### src/rtl/ifetch_pkg.sv
`default_nettype none
// +----------------------------------------------------------------------+
// | ifetch_pkg                                                           |
// | Shared constants, request-FSM state type and helpers for ifetch.     |
// | Revision: 1.0                                                        |
// +----------------------------------------------------------------------+
package ifetch_pkg;

    localparam logic [1:0]  PCSRC_SEQ        = 2'b00;
    localparam logic [1:0]  PCSRC_BR         = 2'b01;
    localparam logic [1:0]  PCSRC_JAL        = 2'b10;
    localparam logic [31:0] INST_NOP         = 32'h0000_0013;
    localparam logic [31:0] DEFAULT_RESET_PC = 32'h0000_0000;

    typedef enum logic [1:0] {
        R_IDLE = 2'd0,
        R_BUSY = 2'd1,
        R_DROP = 2'd2
    } req_state_t;

    function automatic logic [31:0] align_word(input logic [31:0] addr);
        return {addr[31:2], 2'b00};
    endfunction

endpackage
`default_nettype wire

### src/rtl/ifetch_pbuf.sv
`default_nettype none
// +----------------------------------------------------------------------+
// | ifetch_pbuf                                                          |
// | One-entry prefetch buffer; flush wins over load, load over pop.      |
// | Revision: 1.0                                                        |
// +----------------------------------------------------------------------+
module ifetch_pbuf
    import ifetch_pkg::*;
(
    input  logic        clk,
    input  logic        clrn,
    input  logic        load,
    input  logic        flush,
    input  logic        pop,
    input  logic [31:0] din,
    output logic [31:0] pbuf,
    output logic        pbuf_v
);

    always_ff @(posedge clk or negedge clrn) begin
        if (!clrn) begin
            pbuf   <= INST_NOP;
            pbuf_v <= 1'b0;
        end else if (flush) begin
            pbuf_v <= 1'b0;
        end else if (load) begin
            pbuf   <= din;
            pbuf_v <= 1'b1;
        end else if (pop) begin
            pbuf_v <= 1'b0;
        end
    end

endmodule
`default_nettype wire

### src/rtl/ifetch_unit.sv
`default_nettype none
// +----------------------------------------------------------------------+
// | ifetch_unit                                                          |
// | PC holder and instruction fetcher with one-word prefetch/redirect.   |
// | Revision: 1.0                                                        |
// +----------------------------------------------------------------------+
module ifetch_unit
    import ifetch_pkg::*;
#(
    parameter logic [31:0] RESET_PC = DEFAULT_RESET_PC
) (
    input  logic        clk,
    input  logic        clrn,
    output logic        imem_req,
    output logic [31:0] imem_addr,
    input  logic        imem_ack,
    input  logic [31:0] imem_rdata,
    output logic        inst_valid,
    input  logic        inst_ready,
    output logic [31:0] inst,
    output logic [31:0] pc,
    output logic [31:0] pc4,
    output logic [6:0]  opcode,
    output logic [2:0]  funct3,
    output logic [6:0]  funct7,
    output logic [4:0]  rs1,
    output logic [4:0]  rs2,
    output logic [4:0]  rd,
    input  logic [1:0]  pcsrc,
    input  logic [31:0] bjtarget,
    input  logic [31:0] jtarget
);

    req_state_t  req_state;
    req_state_t  nxt_state;
    logic        consume;
    logic        redirect;
    logic        ack_busy;
    logic [31:0] target;
    logic        nxt_valid;
    logic [31:0] nxt_inst;
    logic [31:0] nxt_pc;
    logic        pb_load;
    logic        pb_flush;
    logic        pb_pop;
    logic        nxt_pbuf_v;
    logic        can_issue;
    logic        issue;
    logic [31:0] issue_addr;
    logic [31:0] pbuf;
    logic        pbuf_v;

    ifetch_pbuf u_pbuf (
        .clk    (clk),
        .clrn   (clrn),
        .load   (pb_load),
        .flush  (pb_flush),
        .pop    (pb_pop),
        .din    (imem_rdata),
        .pbuf   (pbuf),
        .pbuf_v (pbuf_v)
    );

    // While inst_valid is low, pc doubles as the address of the next fetch.
    always_comb begin
        consume    = inst_valid & inst_ready;
        redirect   = consume & ((pcsrc == PCSRC_BR) | (pcsrc == PCSRC_JAL));
        target     = align_word((pcsrc == PCSRC_BR) ? bjtarget : jtarget);
        ack_busy   = (req_state == R_BUSY) & imem_ack;
        nxt_valid  = inst_valid;
        nxt_inst   = inst;
        nxt_pc     = pc;
        pb_load    = 1'b0;
        pb_flush   = 1'b0;
        pb_pop     = 1'b0;
        if (redirect) begin
            nxt_valid = 1'b0;
            nxt_pc    = target;
            pb_flush  = 1'b1;
        end else if (consume) begin
            nxt_pc = pc + 32'd4;
            if (pbuf_v) begin
                nxt_inst = pbuf;
                pb_pop   = 1'b1;
            end else if (ack_busy) begin
                nxt_inst = imem_rdata;
            end else begin
                nxt_valid = 1'b0;
            end
        end else if (ack_busy) begin
            if (!inst_valid) begin
                nxt_inst  = imem_rdata;
                nxt_valid = 1'b1;
            end else begin
                pb_load = 1'b1;
            end
        end
        nxt_pbuf_v = pb_flush ? 1'b0 : (pb_load ? 1'b1 : (pb_pop ? 1'b0 : pbuf_v));

        // A redirect that coincides with an ack retires to idle first.
        can_issue  = (req_state == R_IDLE) | (ack_busy & ~redirect);
        issue      = can_issue & (~nxt_valid | ~nxt_pbuf_v);
        issue_addr = nxt_valid ? (nxt_pc + 32'd4) : nxt_pc;

        nxt_state = req_state;
        case (req_state)
            R_IDLE: if (issue) nxt_state = R_BUSY;
            R_BUSY: begin
                if (imem_ack)      nxt_state = issue ? R_BUSY : R_IDLE;
                else if (redirect) nxt_state = R_DROP;
            end
            R_DROP: if (imem_ack) nxt_state = R_IDLE;
            default: nxt_state = R_IDLE;
        endcase
    end

    always_ff @(posedge clk or negedge clrn) begin
        if (!clrn) begin
            req_state  <= R_IDLE;
            imem_req   <= 1'b0;
            imem_addr  <= RESET_PC;
            inst_valid <= 1'b0;
            inst       <= INST_NOP;
            pc         <= RESET_PC;
        end else begin
            req_state  <= nxt_state;
            imem_req   <= (nxt_state != R_IDLE);
            if (issue) imem_addr <= issue_addr;
            inst_valid <= nxt_valid;
            inst       <= nxt_inst;
            pc         <= nxt_pc;
        end
    end

    assign pc4    = pc + 32'd4;
    assign opcode = inst[6:0];
    assign funct3 = inst[14:12];
    assign funct7 = inst[31:25];
    assign rs1    = inst[19:15];
    assign rs2    = inst[24:20];
    assign rd     = inst[11:7];

endmodule
`default_nettype wire

### config.mk
export PLATFORM = sky130hd
export DESIGN_NAME = ifetch_unit
export DESIGN_NICKNAME = d
export VERILOG_FILES = /design/src/rtl/ifetch_pkg.sv /design/src/rtl/ifetch_pbuf.sv /design/src/rtl/ifetch_unit.sv
export SDC_FILE = /design/constraint.sdc
export NUM_CORES = 1
export LEC_CHECK = 0
export ABC_AREA = 1
export BUFFER_PORTS_ARGS = -buffer_cell sky130_fd_sc_hd__buf_2
export CORE_UTILIZATION = 40
export DETAILED_ROUTE_END_ITERATION = 6
export GPL_TIMING_DRIVEN = 1
export PLACE_DENSITY = 0.66
export SLEW_MARGIN = 30
export SYNTH_ARGS = -nofsm -noshare
export SYNTH_HDL_FRONTEND = slang
export SYNTH_SLANG_ARGS = --single-unit
### constraint.sdc
create_clock -name clk -period 2.9 [get_ports clk]
set_input_delay 0.58 -clock clk [delete_from_list [all_inputs] [get_ports clk]]
set_output_delay 0.58 -clock clk [all_outputs]
set_load 0.02 [all_outputs]
Yosys cells after proc, flatten, opt, wreduce, memory -nomap -nowiden
Index checks and enable logic that the tools add are counted.

Register bits: 133. Bits in latches: 0. Bits in writable memories: 0. Memory bits (read-only): 0. Bits of input ports: 102. Word-level logic and storage cells: 64. Memories kept: 0.

$add $sub $neg: 2. Multiply operators: 0. Div/mod/pow operators: 0. $lt $le $gt $ge: 0. Equality and inequality tests: 5. Shifts and indexed selects: 0. Muxes and demuxes: 31. Bitwise operators: 12. Reduce and logical (&&, ||, !) cells: 6.

Operators by type and width (number): $mux W32 (9); $add A32 B3 Y32 const B (2); $mux W1 (17); $mux W2 (4); $pmux W2 S3 (1); $reduce_bool A2 Y1 (3); $and A1 B1 Y1 (5); $eq A2 B1 Y1 const B (2); $eq A2 B2 Y1 const B (2); $not A1 Y1 (4); $reduce_and A4 Y1 (1); $or A1 B1 Y1 (3); $logic_not A2 Y1 (1); $ne A2 B1 Y1 const B (1); $reduce_and A2 Y1 (1).

Longest topological paths before layout
Gate-level depths: netlist of run 1.

Depth in word-level cells: 14. Depth in mapped cells: 19. Mapped depth without buffers: 19.

Modules after synthesis
Synthesis of run 1 repeated with hierarchy kept, for this count alone.

Cells, all modules: 1173. Area total of the unflattened synthesis: 8443.1 um^2.

Modules (own cells, without submodules): ifetch_unit (times used 1, cells each 1029, area an instance 7026.7 um^2, sequential area each 2506.2 um^2); ifetch_pbuf (times used 1, cells each 144, area an instance 1416.4 um^2, sequential area each 829.5 um^2).

Worst setup path before layout of run 1
OpenSTA, ideal clock, no wires.

Kind: input to register. From: in pcsrc[1]. To: reg imem_addr[20]. Library setup time: 0.117 ns. Arrival: 2.441 ns. Required time: 2.783 ns. Path slack: 0.342 ns. Stages: 17. Cells stage by stage: inv_1 ha_1 nor2_1 buf_2 nand3_1 nand2_1 inv_1 ha_1 nand2_1 nor2_2 nand4_1 nor2_2 nand2_1 nor2_2 or2_1 nand3_1 nand2_1.

Elaborated cells on any way between the ends: 22. Those cells by class: 1 x add/sub; 2 x eq/ne; 10 x mux; 9 x bitwise.

RTL lines: start: declaration (RTL line ifetch_unit.sv:29) `input logic [1:0] pcsrc,`; $eq A2 B1 Y1 / $eq A2 B2 Y1 (equally long branches) (RTL line ifetch_unit.sv:67, ifetch_unit.sv:68); $or A1 B1 Y1 (RTL line ifetch_unit.sv:67) `redirect = consume & ((pcsrc == PCSRC_BR) | (pcsrc == PCSRC_JAL));`; $and A1 B1 Y1 (RTL line ifetch_unit.sv:67); $mux W32 (*) (RTL line ifetch_unit.sv:76) `if (redirect) begin`; named net nxt_pc[2] (RTL line ifetch_unit.sv:42) `logic [31:0] nxt_pc;`; $add A32 B3 Y32 (*) (RTL line ifetch_unit.sv:103) `issue_addr = nxt_valid ? (nxt_pc + 32'd4) : nxt_pc;`; $mux W32 (*) (RTL line ifetch_unit.sv:103); end signal: assignment (RTL line ifetch_unit.sv:128) `if (issue) imem_addr <= issue_addr;`; end: declaration (RTL line ifetch_unit.sv:15) `output logic [31:0] imem_addr,`.

The timed path passes the listed nets; every way through them passes the cells marked *. A chain may end at the register's enable or synchronous reset.

Final worst setup path of run 1
From: reg pc[3]. To: out pc4[20].

Longest elaborated chain between the ends: 1.

RTL lines: start: declaration (RTL line ifetch_unit.sv:21) `output logic [31:0] pc,`; start signal: assignment (RTL line ifetch_unit.sv:131) `pc <= nxt_pc;`; $add A32 B3 Y32 (RTL line ifetch_unit.sv:135) `assign pc4 = pc + 32'd4;`; end: declaration (RTL line ifetch_unit.sv:22) `output logic [31:0] pc4,`.

Every way passes these cells.

==> results of run 1 <==
## registers in the layout (all words and copies together), names as in the netlist
signal / count
u_pbuf.pbuf: 32
u_pbuf.pbuf_v: 1
inst_valid: 1
imem_addr: 32
inst: 32
imem_req: 1
pc: 32
req_state: 2
## through the flow
| step | util, % | hold slack (ns) |
|---|---|---|
| after floorplan | - | 0.2844 |
| after global placement | 48.92 | 0.4591 |
| after detailed placement | 48.92 | 0.4573 |
| after CTS | 51.95 | 0.1947 |
| after global routing | 51.98 | 0.2162 |
| final | 51.98 | 0.1773 |
## how the worst min path moves through the flow
stage	end	slack [ns]	start	depth (start not counted)
floorplan	imem_addr[0]$_DFFE_PN0P_	0.28	clrn	0
CTS	pc[9]$_DFF_PN0_	0.19	clrn	1
global route	pc[9]$_DFF_PN0_	0.22	clrn	1
global placement	imem_addr[0]$_DFFE_PN0P_	0.46	imem_addr[0]$_DFFE_PN0P_	2
finish	pc[9]$_DFF_PN0_	0.18	clrn	1
detailed placement	imem_addr[0]$_DFFE_PN0P_	0.46	imem_addr[0]$_DFFE_PN0P_	2
## layout make-up
class,count,share of cell area (%)
repair buffers,296,16.19
clock inverters,15,1.652
flip-flops and latches,133,32.89
well taps,265,3.267
multi-input cells,788,38.76
clock buffers,17,4.191
inverters,82,3.057
## per-layer routing
layer	vias to the layer above	wire (microns)
met5	-	0
met3	20	1520
met2	257	11220
li1	3923	-
met4	0	310
met1	3557	10100
## placed cells by master, fill, tap and decap left out, types with 4 or more instances in the layout
| cell type | n |
|---|---|
| a21oi_1 | 46 |
| a31oi_1 | 33 |
| and2_1 | 8 |
| buf_12 | 5 |
| buf_2 | 258 |
| buf_4 | 32 |
| clkbuf_16 | 17 |
| clkinv_2 | 4 |
| clkinv_4 | 4 |
| dfrtp_1 | 125 |
| dfstp_2 | 6 |
| inv_1 | 70 |
| inv_2 | 8 |
| inv_6 | 5 |
| mux2_2 | 32 |
| nand2_1 | 351 |
| nand2_2 | 20 |
| nand3_1 | 91 |
| nand3_2 | 5 |
| nand3b_1 | 4 |
| nand4_1 | 10 |
| nor2_1 | 99 |
| nor2_2 | 18 |
| nor2_4 | 7 |
| o21ai_0 | 20 |
| o21bai_1 | 5 |
| xor2_1 | 12 |
## cell families after synthesis
group           count (synthesis)
simple gates                  624
buf+inv                       156
flops                         133
compound gates                117
mux                            32
xor+xnor                       12
fa+ha+maj                       3
## critical path, delay by kind of cell, from the launching register on
kind / cells / cell delay (ns)
AND/OR/NAND/NOR: 6 / 0.84
buffers and inverters: 1 / 0.16
flip-flops: 1 / 0.45
adder cells (fa/ha/maj): 1 / 0.30
## report_power, final
part | leakage, nW | total (mW) | switching [mW] | internal (mW)
sequential | 1.59 | 3.59 | 0.801 | 2.78
combinational | 3.22 | 6.59 | 4.35 | 2.24
clock | 0.291 | 2.16 | 0.878 | 1.29
==> results.py, run 1 <==
metrics = {
    "outcome": {
        "outcome": "finished, final reports clean",
    },
    "placement": {
        "preCtsSetupSlack_ns": -0.04722,
        "io_buffers": 259,
        "dpl_cell_area_sq_um": 9552,
        "dp.cells": 1564,
        "dp_hpwl_microns": 17920,
        "globalplace.congestion": 0.9405,
    },
    "logic_synthesis": {
        "synth_top_area_share_pct": 39.72,
        "synth-seq-cells": 133,
        "synth_ff_type": "dfrtp_1",
        "synth_mux_area_share_pct": 4.504,
        "ys_warn_count": 0,
        "synth-simple-area-share_pct": 34.29,
        "synth_common_cells": "nand2_1, dfrtp_1, nor2_1, nand3_1, inv_1",
        "synth_fa_ha_area_share_pct": 0.4691,
        "yosysMostFrequentCell": "nand2_1",
        "synth_area_sq_um": 8001,
        "synth_xor_area_share_pct": 1.314,
        "synth_edf_count": 0,
        "syn_nets": 1182,
        "synthTopCellsByArea": "dfrtp_1, nand2_1, nand3_1",
        "syn_area_per_cell_sq_um": 7.429,
        "synth_top_area_cell": "dfrtp_1",
        "synth_compound_area_share_pct": 8.413,
        "ys_types": 41,
        "postSynth.asyncResetShare_pct": 100.0,
        "ys_seq_area_share_pct": 41.69,
        "synth_cells": 1077,
        "synth_top_family_by_area": "simple AND/OR/NAND/NOR gates",
    },
    "clock_tree": {
        "hold_buffers": 0,
        "cts_made_buffers": 17,
        "cts_tree": "done",
        "clock_path_buffers": 2,
        "post_cts_resize_count": 0,
        "clockRootBuffer": "clkbuf_16",
        "cts_sinks": 133,
        "postCtsSetupBuffers": 0,
        "clkLatencyLatePin_ns": 0.42,
        "clk_pin_slew_ns": 0.06,
        "htreeDepth": 4,
    },
    "grt": {
        "track_usage_pct": 22.73,
        "grt_max_degree": 69,
        "grt_pass1_wl_microns": 35870,
        "grt.met2_usage_pct": 39.01,
        "grtUsageMet1_pct": 28.44,
        "grt-busiest-layer": "met2",
        "antenna_found_initial": 1,
        "met3_usage_pct": 5.332,
        "overflow": 0,
        "grt_pass1_vias": 6999,
    },
    "timing": {
        "worstMarginPinSlew_ns": 0.6533,
        "worst_slew_margin_rel_pct": 56.45,
        "setup_tns_ns": 0,
        "finClkSkew_ns": 0.01379,
        "finalSetupViolations": 0,
        "post-route-worst-setup-slack_ns": 0.1704,
        "hold_viol": 0,
        "post-route-period-util_pct": 94.12,
        "timing.final.crit_period_ns": 2.730,
        "grt_setup_unrepaired": "false",
        "slew_viol_final": 0,
        "fmax_mhz": 366.4,
    },
    "finish": {
        "seq_area_sq_um": 3338,
        "fillers": 1887,
        "final_nets": 1423,
        "drive_gt1_share_pct": 32.98,
        "layoutNonFillerInstCount": 1596,
        "final_area_sq_um": 10150,
        "area_growth_pct": 26.85,
        "multi_input_area_sq_um": 3934,
        "diodes": 0,
    },
    "critical_path": {
        "required_ns": 2.32,
        "timing.rr.start": "pc[3]$_DFF_PN0_",
        "cp_slowest_cell": "dfrtp_1",
        "endpoint": "pc4[20]",
        "slowest_delay_ns": 0.45,
        "path_class": "flop to output pin",
        "startpoint_type": "flop",
        "r2r_cells": 16,
        "r2r-end": "imem_addr[26]$_DFFE_PN0P_",
        "crit_fanout": 7,
        "startpoint": "pc[3]$_DFF_PN0_",
        "crit_arrival_ns": 2.15,
        "cp_cell_sequence": "ha_1 -> nand2_2 -> nor2_4 -> nand3_2 -> nor2_1 -> nand2_1 -> and2_1 -> buf_2",
        "r2r_setup_slack_ns": 0.32,
        "crit_path_end_kind": "output pin",
    },
    "floorplan": {
        "fp-row-count": 51,
        "die_h_microns": 143.4,
        "coreArea_sq_um": 19530,
        "die_area_sq_um": 20570,
        "pin_count": 264,
        "die_w_microns": 143.4,
        "initial_core_util_pct": 40.98,
    },
    "detailed_routing": {
        "firstDrtPassIters": 5,
        "route.vias.total": 7757,
        "wl_per_cell_microns": 14.51,
        "viasPerCell": 4.860,
        "drt_wl_total_microns": 23150,
        "remaining_drc_errors": 0,
        "drtIter0Drc": 305,
        "drtAntennaViolNets": 0,
    },
    "flow_run": {
        "maxCapViolCount": 0,
    },
    "pwr": {
        "p_total_mw": 12.34,
        "power_density_nw_per_um2": 1216,
        "p_leak_nw": 5.105,
        "vdd_drop_max_mv": 0.7789,
    },
    "min_path": {
        "hold_class": "input pin to asynchronous set/reset pin",
    },
}
(Power assumes the default switching activity.)
==> inputs of run 2 (changes only) <==
--- a/config.mk
+++ b/config.mk
@@ -7,10 +7,9 @@
 export LEC_CHECK = 0
 export ABC_AREA = 1
 export BUFFER_PORTS_ARGS = -buffer_cell sky130_fd_sc_hd__buf_2
-export CORE_UTILIZATION = 40
+export CORE_UTILIZATION = 28
 export DETAILED_ROUTE_END_ITERATION = 6
 export GPL_TIMING_DRIVEN = 1
-export PLACE_DENSITY = 0.66
 export SLEW_MARGIN = 30
 export SYNTH_ARGS = -nofsm -noshare
 export SYNTH_HDL_FRONTEND = slang
==> run 2 against run 1 <==
  * First-iteration DRC count increased by 47%
  * Critical path depth decreased by 1
  * Largest cell class unchanged
  * Routed wire length rose by 19%
  * Cell count rose by 7.6%
  * Clock-buffer cell count increased by 3
==> results.py, run 2 (synthesis results as in run 1) <==
metrics = {
    "outcome": {
        "outcome": "finished, final reports clean",
    },
    "critical_path": {
        "slowest_delay_ns": 0.50,
        "crit_fanout": 8,
        "path_delay_family": "simple AND/OR/NAND/NOR gates",
        "startpoint_type": "flop",
        "path_class": "flop to output pin",
        "r2r_setup_slack_ns": 0.30,
        "timing.rr.start": "inst_valid$_DFF_PN0_",
        "crit_arrival_ns": 2.14,
        "cp_slowest_cell": "dfrtp_2",
        "cp_cell_sequence": "nand3_4 -> nor2_4 -> nand3_2 -> nor2_2 -> nand3_1 -> xor2_1 -> buf_2",
        "required_ns": 2.32,
        "worstPathBufferInverterCount": 1,
        "startpoint": "pc[4]$_DFF_PN0_",
        "crit_path_end_kind": "output pin",
    },
    "timing": {
        "post-route-period-util_pct": 93.78,
        "timing.final.crit_period_ns": 2.720,
        "post-route-worst-setup-slack_ns": 0.1804,
        "worst_slew_margin_rel_pct": 69.45,
        "finalSetupViolations": 0,
        "hold_viol": 0,
        "worstMarginPinSlew_ns": 0.4582,
        "slew_viol_final": 0,
        "finClkSkew_ns": 0.01343,
        "setup_tns_ns": 0,
        "fmax_mhz": 367.7,
    },
    "pwr": {
        "power_density_nw_per_um2": 1249,
        "clockPowerShare_pct": 19.3,
        "vdd_drop_max_mv": 0.7391,
        "switchingPower_mw": 6.301,
        "swShare_pct": 48.27,
        "power_frac_comb_pct": 52.9,
        "internal-power_mw": 6.753,
        "p_seq_share_pct": 27.8,
        "p_leak_nw": 5.161,
    },
    "detailed_routing": {
        "drt_wl_total_microns": 27640,
        "viasPerCell": 4.621,
        "remaining_drc_errors": 0,
        "route.vias.total": 7934,
        "drtIter0Drc": 448,
        "drtAntennaViolNets": 0,
        "wl_per_cell_microns": 16.10,
        "firstDrtPassIters": 5,
    },
    "placement": {
        "preCtsSetupSlack_ns": -0.1059,
        "dp_hpwl_microns": 21130,
        "io_buffers": 259,
        "globalplace.congestion": 0.8896,
    },
    "flow_run": {
        "maxCapViolCount": 0,
    },
    "floorplan": {
        "fp-row-count": 61,
        "coreArea_sq_um": 27930,
        "die_w_microns": 171.0,
        "pin_count": 264,
        "die_area_sq_um": 29260,
        "initial_core_util_pct": 28.64,
        "die_h_microns": 171.0,
    },
    "finish": {
        "mostFrequentLayoutCells": "nand2_1, buf_2, dfrtp_1",
        "final_nets": 1427,
        "final_common_cell": "nand2_1",
        "drive_gt1_share_pct": 33.41,
        "area_growth_pct": 30.60,
    },
    "clock_tree": {
        "htreeDepth": 4,
        "cts_tree": "done",
        "cts_made_buffers": 17,
        "clkLatencyLatePin_ns": 0.43,
        "clockRootBuffer": "clkbuf_16",
        "cts_sinks": 133,
        "postCtsSetupBuffers": 0,
        "clock_path_buffers": 2,
        "clk_pin_slew_ns": 0.06,
    },
    "grt": {
        "grt_pass1_vias": 7451,
        "antenna_found_initial": 8,
        "track_usage_pct": 19.10,
        "grt_max_degree": 65,
        "grt_pass1_wl_microns": 41710,
        "overflow": 0,
    },
    "min_path": {
        "hold_class": "input pin to asynchronous set/reset pin",
    },
}
run 2: changes by cell type in the layout (fill, tap and decap cells not counted), sizes merged:
cell / change
buf: +4
bufinv: +4
clkbuf: +3
clkinv: -2
diode: +4
inv: -5
run 2: stage by stage:
| step | power [mW] | hold WS, ns | util, % | instance area, sq um | cells |
|---|---|---|---|---|---|
| 6_report | 13.05 | 0.04595 | 37.41 | 10450 | 1717 |
| 5_1_grt | 13.93 | 0.06309 | 37.37 | 10440 | 1713 |
| 4_1_cts | 13.16 | 0.04921 | 37.30 | 10420 | 1713 |
| 3_5_place_dp | 10.60 | 0.4575 | 34.88 | 9744 | 1681 |
| 3_3_place_gp | 10.48 | 0.4549 | 34.88 | 9744 | 1681 |
| 2_1_floorplan | 8.115 | 0.2844 | - | 8001 | 1077 |
run 2: what timing repair did:
| action | in CTS | in global routing |
|---|---|---|
| gates cloned | 0 | 0 |
| gates resized for setup | 1 | 9 |
| hold buffers | 0 | 0 |
| setup endpoints to repair | 1 | 9 |
run 2: layout make-up:
type	count	area, sq um
Multi-Input combinational cell	788	3943
Clock buffer	20	446.7
Tap cell	378	473.0
Fill cell	2967	17480
Clock inverter	12	227.7
Antenna cell	4	10.01
Sequential cell	133	3342
Timing Repair Buffer	300	1698
Inverter	82	310.3
run 2: final timing paths:
kind                                             end  cells after the start
setup / recovery                             pc4[31]                      7
hold / removal             imem_addr[28]$_DFFE_PN0P_                      1
setup reg to reg           imem_addr[22]$_DFFE_PN0P_                     16
hold reg to reg             imem_addr[1]$_DFFE_PN0P_                      2
max in group asynchronous           pc[14]$_DFF_PN0_                      2
min in group clk              req_state[0]$_DFF_PN0_                      2
run 2: power groups by stage:
stage	registers [mW]	clock network, mW	logic, mW
6_report	3.63	2.51	6.91
5_1_grt	3.75	2.64	7.54
4_1_cts	3.62	2.56	6.97
3_5_place_dp	3.64	0	6.95
3_3_place_gp	3.61	0	6.88
2_1_floorplan	4.17	0	3.94
run 2: worst reg2reg max path, stage by stage, from the launching register on:
cell and delay (ns):
dfrtp_2 0.45, nand2_2 0.17, nor2_1 0.10, buf_4 0.17, nand3_1 0.10, nand3_2 0.08, inv_1 0.10, ha_1 0.16
nand2_1 0.09, nor2_2 0.15, nand2_1 0.09, nor2_1 0.13, nand4_1 0.21, nor2_2 0.23, nand2_1 0.07, nand3_1 0.11
nand2_1 0.07
run 2: metal layers:
metal  track usage (%)  wire length (microns)
met5                 0                     67
met3             5.182                   1935
met4             6.211                    583
met1             22.30                  11620
met2             33.63                  13430
